===== config.mk =====
export PLATFORM = sky130hd
export DESIGN_NAME = seq_recur
export DESIGN_NICKNAME = d
export VERILOG_FILES = /design/src/rtl/seq_recur_pkg.sv /design/src/rtl/seq_recur_mod_add.sv /design/src/rtl/seq_recur.sv
export SDC_FILE = /design/constraint.sdc
export NUM_CORES = 1
export LEC_CHECK = 0
export ABC_AREA = 1
export ABC_CLOCK_PERIOD_IN_PS = 7000
export CAP_MARGIN = 25
export CORE_MARGIN = 2
export CORE_UTILIZATION = 58
export DETAILED_ROUTE_END_ITERATION = 8
export GPL_ROUTABILITY_DRIVEN = 0
export PLACE_DENSITY = 0.79
export SETUP_SLACK_MARGIN = 0.02
export SYNTH_ARGS = -nofsm -noshare
export SYNTH_HDL_FRONTEND = slang
export SYNTH_SLANG_ARGS = --single-unit
export TNS_END_PERCENT = 30

===== constraint.sdc =====
create_clock -name clk -period 7 [get_ports clk]
set_clock_uncertainty 0.15 [all_clocks]
set_input_delay 1.05 -clock clk [delete_from_list [all_inputs] [get_ports clk]]
set_output_delay 1.05 -clock clk [all_outputs]
set_load 0.1 [all_outputs]

===== src/rtl/seq_recur_pkg.sv =====
// Shared types for the seq_recur recurrence engine.
package seq_recur_pkg;

  typedef enum logic [1:0] {
    IDLE = 2'd0,
    CALC = 2'd1,
    DONE = 2'd2
  } state_t;

endpackage


===== src/rtl/seq_recur_mod_add.sv =====
// One recurrence step: W-bit add with carry-out, optionally reduced modulo m.
module seq_recur_mod_add #(
  parameter int W = 32
) (
  input  logic [W-1:0] a,
  input  logic [W-1:0] b,
  input  logic [W-1:0] m,
  output logic [W-1:0] sum,
  output logic         carry
);

  logic [W:0] raw;
  logic [W:0] mExt;

  // Both operands are already below m in mod mode, so one subtraction is enough.
  always_comb begin
    raw   = {1'b0, a} + {1'b0, b};
    mExt  = {1'b0, m};
    carry = raw[W];
    if ((m != '0) && (raw >= mExt)) begin
      sum = W'(raw - mExt);
    end else begin
      sum = raw[W-1:0];
    end
  end

endmodule


===== src/rtl/seq_recur.sv =====
// Clocked second-order additive recurrence x(n)=x(n-1)+x(n-2) with
// programmable seeds, optional modulus and a four-phase req/fin handshake.
module seq_recur
  import seq_recur_pkg::*;
#(
  parameter int W  = 32,
  parameter int NW = 16
) (
  input  logic          clk,
  input  logic          rst,
  input  logic          req,
  input  logic [NW-1:0] n,
  input  logic [W-1:0]  s0,
  input  logic [W-1:0]  s1,
  input  logic [W-1:0]  m,
  output logic          fin,
  output logic          busy,
  output logic [W-1:0]  result,
  output logic          ovf,
  output logic          err
);

  state_t        stateReg, stateNext;
  logic [W-1:0]  aReg, aNext;
  logic [W-1:0]  bReg, bNext;
  logic [W-1:0]  mReg, mNext;
  logic [W-1:0]  resultReg, resultNext;
  logic [NW-1:0] iReg, iNext;
  logic [NW-1:0] nReg, nNext;
  logic          ovfReg, ovfNext;
  logic          errReg, errNext;
  logic [W-1:0]  stepSum;
  logic          stepCarry;

  seq_recur_mod_add #(.W(W)) uModAdd (
    .a     (aReg),
    .b     (bReg),
    .m     (mReg),
    .sum   (stepSum),
    .carry (stepCarry)
  );

  always_ff @(posedge clk or posedge rst) begin
    if (rst) begin
      stateReg  <= IDLE;
      aReg      <= '0;
      bReg      <= '0;
      mReg      <= '0;
      resultReg <= '0;
      iReg      <= '0;
      nReg      <= '0;
      ovfReg    <= 1'b0;
      errReg    <= 1'b0;
    end else begin
      stateReg  <= stateNext;
      aReg      <= aNext;
      bReg      <= bNext;
      mReg      <= mNext;
      resultReg <= resultNext;
      iReg      <= iNext;
      nReg      <= nNext;
      ovfReg    <= ovfNext;
      errReg    <= errNext;
    end
  end

  always_comb begin
    stateNext  = stateReg;
    aNext      = aReg;
    bNext      = bReg;
    mNext      = mReg;
    resultNext = resultReg;
    iNext      = iReg;
    nNext      = nReg;
    ovfNext    = ovfReg;
    errNext    = errReg;

    case (stateReg)
      IDLE: begin
        if (req) begin
          nNext   = n;
          mNext   = m;
          ovfNext = 1'b0;
          errNext = 1'b0;
          aNext   = s0;
          bNext   = s1;
          iNext   = NW'(1);
          if (n == '0) begin
            resultNext = s0;
            stateNext  = DONE;
          end else if ((m != '0) && ((s0 >= m) || (s1 >= m))) begin
            errNext    = 1'b1;
            resultNext = '0;
            stateNext  = DONE;
          end else begin
            stateNext = CALC;
          end
        end
      end

      CALC: begin
        // Dropping req mid-run aborts without touching the previous result.
        if (!req) begin
          stateNext = IDLE;
        end else if (iReg == nReg) begin
          resultNext = bReg;
          stateNext  = DONE;
        end else begin
          aNext = bReg;
          bNext = stepSum;
          iNext = iReg + NW'(1);
          if ((mReg == '0) && stepCarry) begin
            ovfNext = 1'b1;
          end
        end
      end

      DONE: begin
        if (!req) begin
          stateNext = IDLE;
        end
      end

      default: stateNext = IDLE;
    endcase
  end

  assign busy   = (stateReg == CALC);
  assign fin    = (stateReg == DONE);
  assign result = resultReg;
  assign ovf    = ovfReg;
  assign err    = errReg;

endmodule


======== After elaboration in Yosys (flattened, before gate mapping) ========
Index checks and enable logic that the tools add are counted.
storage, ports and cells
  output and inout bits ................... 36
  input bits .............................. 115
  bits in registers ....................... 164
operators by class
  equal/unequal tests ..................... 11
  muxes and demuxes ....................... 33
  $lt $le $gt $ge ......................... 3
  reduce and logical (&&, ||, !) cells .... 15
  add/sub/neg operators ................... 3
operator list
  operator                                                count
  2-to-1 mux 32 bit                                       12
  case mux 32 bit (2 select lines)                        3
  greater-or-equal comparator 32 bit                      2
  nonzero test 32 bit                                     2
  2-to-1 mux 16 bit                                       3
  adder 32 x 32 -> 33 bit                                 1
  greater-or-equal comparator 33 x 32 -> 1 bit            1
  logical NOT 32 bit                                      1
  case mux 16 bit (2 select lines)                        1
  subtractor 32 bit                                       1
  adder 16 x 1 -> 16 bit (second input constant)          1
  equality test 16 bit                                    1
  logical NOT 16 bit                                      1
  2-to-1 mux 2 bit                                        6
  AND reduction 5 bit                                     2
  inequality test 2 bit (second input constant)           4
  2-to-1 mux 1 bit                                        6
  case mux 2 bit (3 select lines)                         1
  inequality test 2 x 1 -> 1 bit (second input constant)  2
  AND reduction 4 bit                                     1
  logical AND 1 bit                                       3
  inequality test 3 x 2 -> 1 bit (second input constant)  1
  inequality test 3 bit (second input constant)           1
  AND reduction 3 bit                                     1
  7 further kinds                                         7

======== Longest topological paths before layout ========
  word-level depth ........................ 7
  mapped depth ............................ 32
  depth with buffers taken out ............ 31

======== By module ========
A second synthesis with hierarchy kept.
unflattened totals
  cells, all modules ...................... 2,250
  area total of the unflattened synthesis .. 14,461.4 µm²
by module, submodules not included
  module             sequential area each (µm²)  instances  cells each  area each (µm²)
  seq_recur          4,103.9                     1          1,162       9,205.1
  seq_recur_mod_add  0.0                         1          1,088       5,256.3

======== Worst setup path before layout ========
No wires, ideal clock.
  path type ............................... register -> register
  from .................................... register aReg[0]
  to ...................................... register bReg[21]
  clock period less this slack ............ 3.679 ns
  buffers on the path ..................... 2
  setup time .............................. 0.121 ns
  arrival ................................. 3.408 ns
  cell stages (with the launch flop) ...... 30
  setup slack ............................. 3.321 ns
  cell sequence ........................... dfrtp_1 ha_1 fa_1 nand2_1 clkinv_1 nand2_1 nand2_2 a21oi_1 o21ai_0 nand2_1 nand2_1 xnor2_1 inv_1 ha_1 nand2_1 nand2_1 nand2_1 nand2_1 a21boi_0 nand2_1 nand2_1 nand2_1 nor2_2 nand2_4 nand2_4 buf_8 buf_8 nand2_1 nand3_1 nand2_1
between the ends
  longest elaborated chain between the ends .. 7
ends and longest elaborated chain
  item                                          RTL line                 RTL
  start, declared                               seq_recur.sv:24          logic [W-1:0] aReg, aNext;
  start signal, assigned                        seq_recur.sv:56          aReg <= aNext;
  adder 32 x 32 -> 33 bit *                     seq_recur_mod_add.sv:17  raw = {1'b0, a} + {1'b0, b};
  greater-or-equal comparator 33 x 32 -> 1 bit  seq_recur_mod_add.sv:20  if ((m != '0) && (raw >= mExt)) begin
  logical AND 1 bit                             seq_recur_mod_add.sv:20
  2-to-1 mux 32 bit *                           seq_recur_mod_add.sv:20
  2-to-1 mux 32 bit *                           seq_recur.sv:105         end else if (iReg == nReg) begin
  2-to-1 mux 32 bit *                           seq_recur.sv:103         if (!req) begin
  case mux 32 bit (2 select lines) *            seq_recur.sv:78          case (stateReg)
  end signal, assigned                          seq_recur.sv:57          bReg <= bNext;
  end, declared                                 seq_recur.sv:25          logic [W-1:0] bReg, bNext;
Every way passes the cells marked *; elsewhere a longest branch is shown, timed or not. The select of a mux whose other input is x is not followed.
A chain may end at the register's enable or synchronous reset.

======== Final worst setup path ========
  from .................................... register bReg[0]
  to ...................................... register bReg[27]
between the ends
  longest elaborated chain between the ends .. 7
ends and longest elaborated chain
  item                                          RTL line
  adder 32 x 32 -> 33 bit *                     seq_recur_mod_add.sv:17
  greater-or-equal comparator 33 x 32 -> 1 bit  seq_recur_mod_add.sv:20
  logical AND 1 bit                             seq_recur_mod_add.sv:20
  2-to-1 mux 32 bit *                           seq_recur_mod_add.sv:20
  2-to-1 mux 32 bit *                           seq_recur.sv:105
  2-to-1 mux 32 bit *                           seq_recur.sv:103
  case mux 32 bit (2 select lines) *            seq_recur.sv:78
Marked as above.

==> results.md <==
- Dpl hpwl: 33.6 mm
- Initial DRC count: 1628
- Die area: 0.0248 mm2
- CP Data Required Time: 7170 ps
- Fin nets: approximately 2.4k
- Worst Path Max Fanout: 49
- Grt met1 use: between 50% and 60%
- Largest net degree at the start of global routing: around 110
- Max Buffers Root-to-Sink: 2
- Antenna Nets Post-Route: 0
- Most used routing layer in global routing: met2
- Max_cap viols: 0
- Main flop type after synthesis: dfrtp_1
- Reg clk slew, reported paths: 70 ps
- Final setup vio count: 0
- Row count: 56
- Synth top area cells: dfrtp_1, nand2_1, ha_1
- Global routing usage on met3: 6.25%
- Register area share after synthesis: 30.1%
- Multi-input logic area: 0.00840 mm2
- Startpoint types: flip-flop
- DRT Pass-1 Iters: 6
- Syn Area/Cell: 6.86 um2
- Synthesis-stage register bit count: roughly 160
- Filler cells: roughly 2.0k
- Hold buffer count at cts: 0
- Post-cts resize count: 0
- Clock root buffer: clkbuf_16
- # DRC: 0
- Global routing usage on met2: between 50% and 60%
- Initial Utilization: 58.7%
- GR Overflow Total: 0
- Netlist cell types: between 40 and 50
- DR vias/cell: 5.88
- Core area: 0.0233 mm2
- Antenna diodes: 0
- EDFF count, synth: 0
- Post-Syn Area: 0.0136 mm2
- Setup bufs post-CTS: 0
- HP Class: reg2reg
- Slew @ Worst Pin: just under 1000 ps
- Total wire length: between 40 and 50 mm
- Pins Over Slew Limit: 0
- Worst EP arrival: 5010 ps
- Syn Nets: 2236
- Max Fclk: 207 MHz
- Setup Total Neg Slack: 0 ps
- FFs w/ async S/R, synth: 100%
- Commonest non-fill, non-tap cells in the layout: nand2_1, inv_1, nor2_1, dfrtp_1, clkdlybuf4s50_1
- TritonCTS Buffers: 17
- RSZ-0062 raised after global routing: no
- Clock Sinks: roughly 160
- Final Core Density: 69.1%
- Final Hold Viols: 0
- FF/Latch Area: 0.00410 mm2
- Synthesis warning total: 0
- CTS tree: yes
- WS Path Type: reg2reg
- Worst-Skew Late Latency: about 450 ps
- Wire per inst: 17.7 um
- I/O Buffers: 150
- Commonest non-fill, non-tap cell in the layout: nand2_1
- Post-synth top area share: 30.1%
- Status: finished, final reports clean
- Synthesis-to-layout area growth: 17.8%
- Vias post-DR: 14.4k
- Hold_ws: around 320 ps
- Die extent in x: 157 um
- Most area-hungry cell type in the Yosys netlist: dfrtp_1
- Die height: roughly 160 um
- Share of cells above drive strength 1: about 4.7%
- Tot GR Track Use: 35.1%
- H-tree Lvls: 4
- Initial antenna violation count: 0
- Vias in the first global route: about 13k
- First-pass GRT wire length: 67.7 mm
- Cell count after synthesis: 1990
- Slew margin rel.: about a third
- Crit path capture type: flip-flop
- I/O pin count: around 150
- Period utilisation layout: just under 70%
- Final min period: just under 5000 ps
[worst max-delay path, cell delays in order, from the launching register on]
cell and delay, ps:
dfrtp_1 400, ha_1 210, fa_1 390, nand2_1 80
clkinv_1 70, nand2_1 80, nand2_2 80, a21oi_1 270
o21ai_0 220, xor2_1 380, inv_1 110, ha_1 380
a21oi_1 130, o21bai_1 280, nand2_1 100, nand2_1 80
nand2_1 60, nand3_2 110, nand2_2 80, nand2_4 90
nand2_4 260, inv_2 360, nand3_1 150, nand3_1 100
nand2_1 60
[per-layer routing]
metal | wire length [um] | part of all wire, % | up-vias
met5 | 0 | 0 | -
met4 | 1580 | 3.7 | 0
met3 | 4690 | 11 | 118
met2 | 18400 | 43 | 796
met1 | 18600 | 43 | 6655
li1 | - | - | 6813
[worst paths after layout]
| kind | startpoint | endpoint | slack (ps) | cells after the start |
|---|---|---|---|---|
| worst max-delay path | bReg[0] | bReg[27] | 2160 | 24 |
| worst min-delay path | result[22] | result[22] | 320 | 2 |
| worst max register to register | bReg[0] | bReg[27] | 2160 | 24 |
| worst min register to register | result[22] | result[22] | 320 | 2 |
| max in group asynchronous | rst | bReg[24] | 4930 | 3 |
| min in group asynchronous | rst | nReg[12] | 720 | 2 |
[sequential cells by signal (all words and copies together) (netlist names)]
| signal | count |
|---|---|
| mReg | 32 |
| aReg | 32 |
| iReg | 16 |
| err | 1 |
| ovf | 1 |
| nReg | 16 |
| bReg | 32 |
| result | 32 |
| stateReg | 2 |
[cell type report]
class                   instances  share of cell area (%)
repair buffers                161                    10.4
clock buffers                  18                    2.73
multi-input cells            1533                    52.2
flip-flops and latches        164                    25.5
well taps                     319                    2.48
clock inverters                14                    1.00
inverters                     238                    5.59
[cells in the mapped netlist (all sizes together), types with 12 or more instances]
master,number
o21bai,13
nand4,28
a21o,12
nor2,195
a31oi,33
xor2,52
inv,235
clkbuf,34
a21oi,112
buf,21
nor4,15
a22oi,31
ha,129
nand2,587
dfrtp,164
o21ai,131
nor3,33
nand3,111
[logic make-up (layout without fill, tap and decap cells)]
kind of cell    Yosys count  after routing  share of synthesized area (%)
simple gates            987            987                           30.6
buf+inv                 293            431                           8.46
xor+xnor                 61             61                           3.92
flops                   164            164                           30.1
compound gates          354            354                           14.9
fa+ha+maj               131            131                           12.1
[per-stage QoR]
step                      cell area (um2)  setup slack (ps)  cells
after detailed placement            15300              1950   2410
after floorplan                     13600              1370   1990
final                               16100              2160   2447
after CTS                           15900              2310   2442
after global routing                16100              1820   2447
after global placement              15300              1990   2410
Power is not shown: default switching activity piles up to over one toggle a cycle in this logic, so the estimate is an artifact.
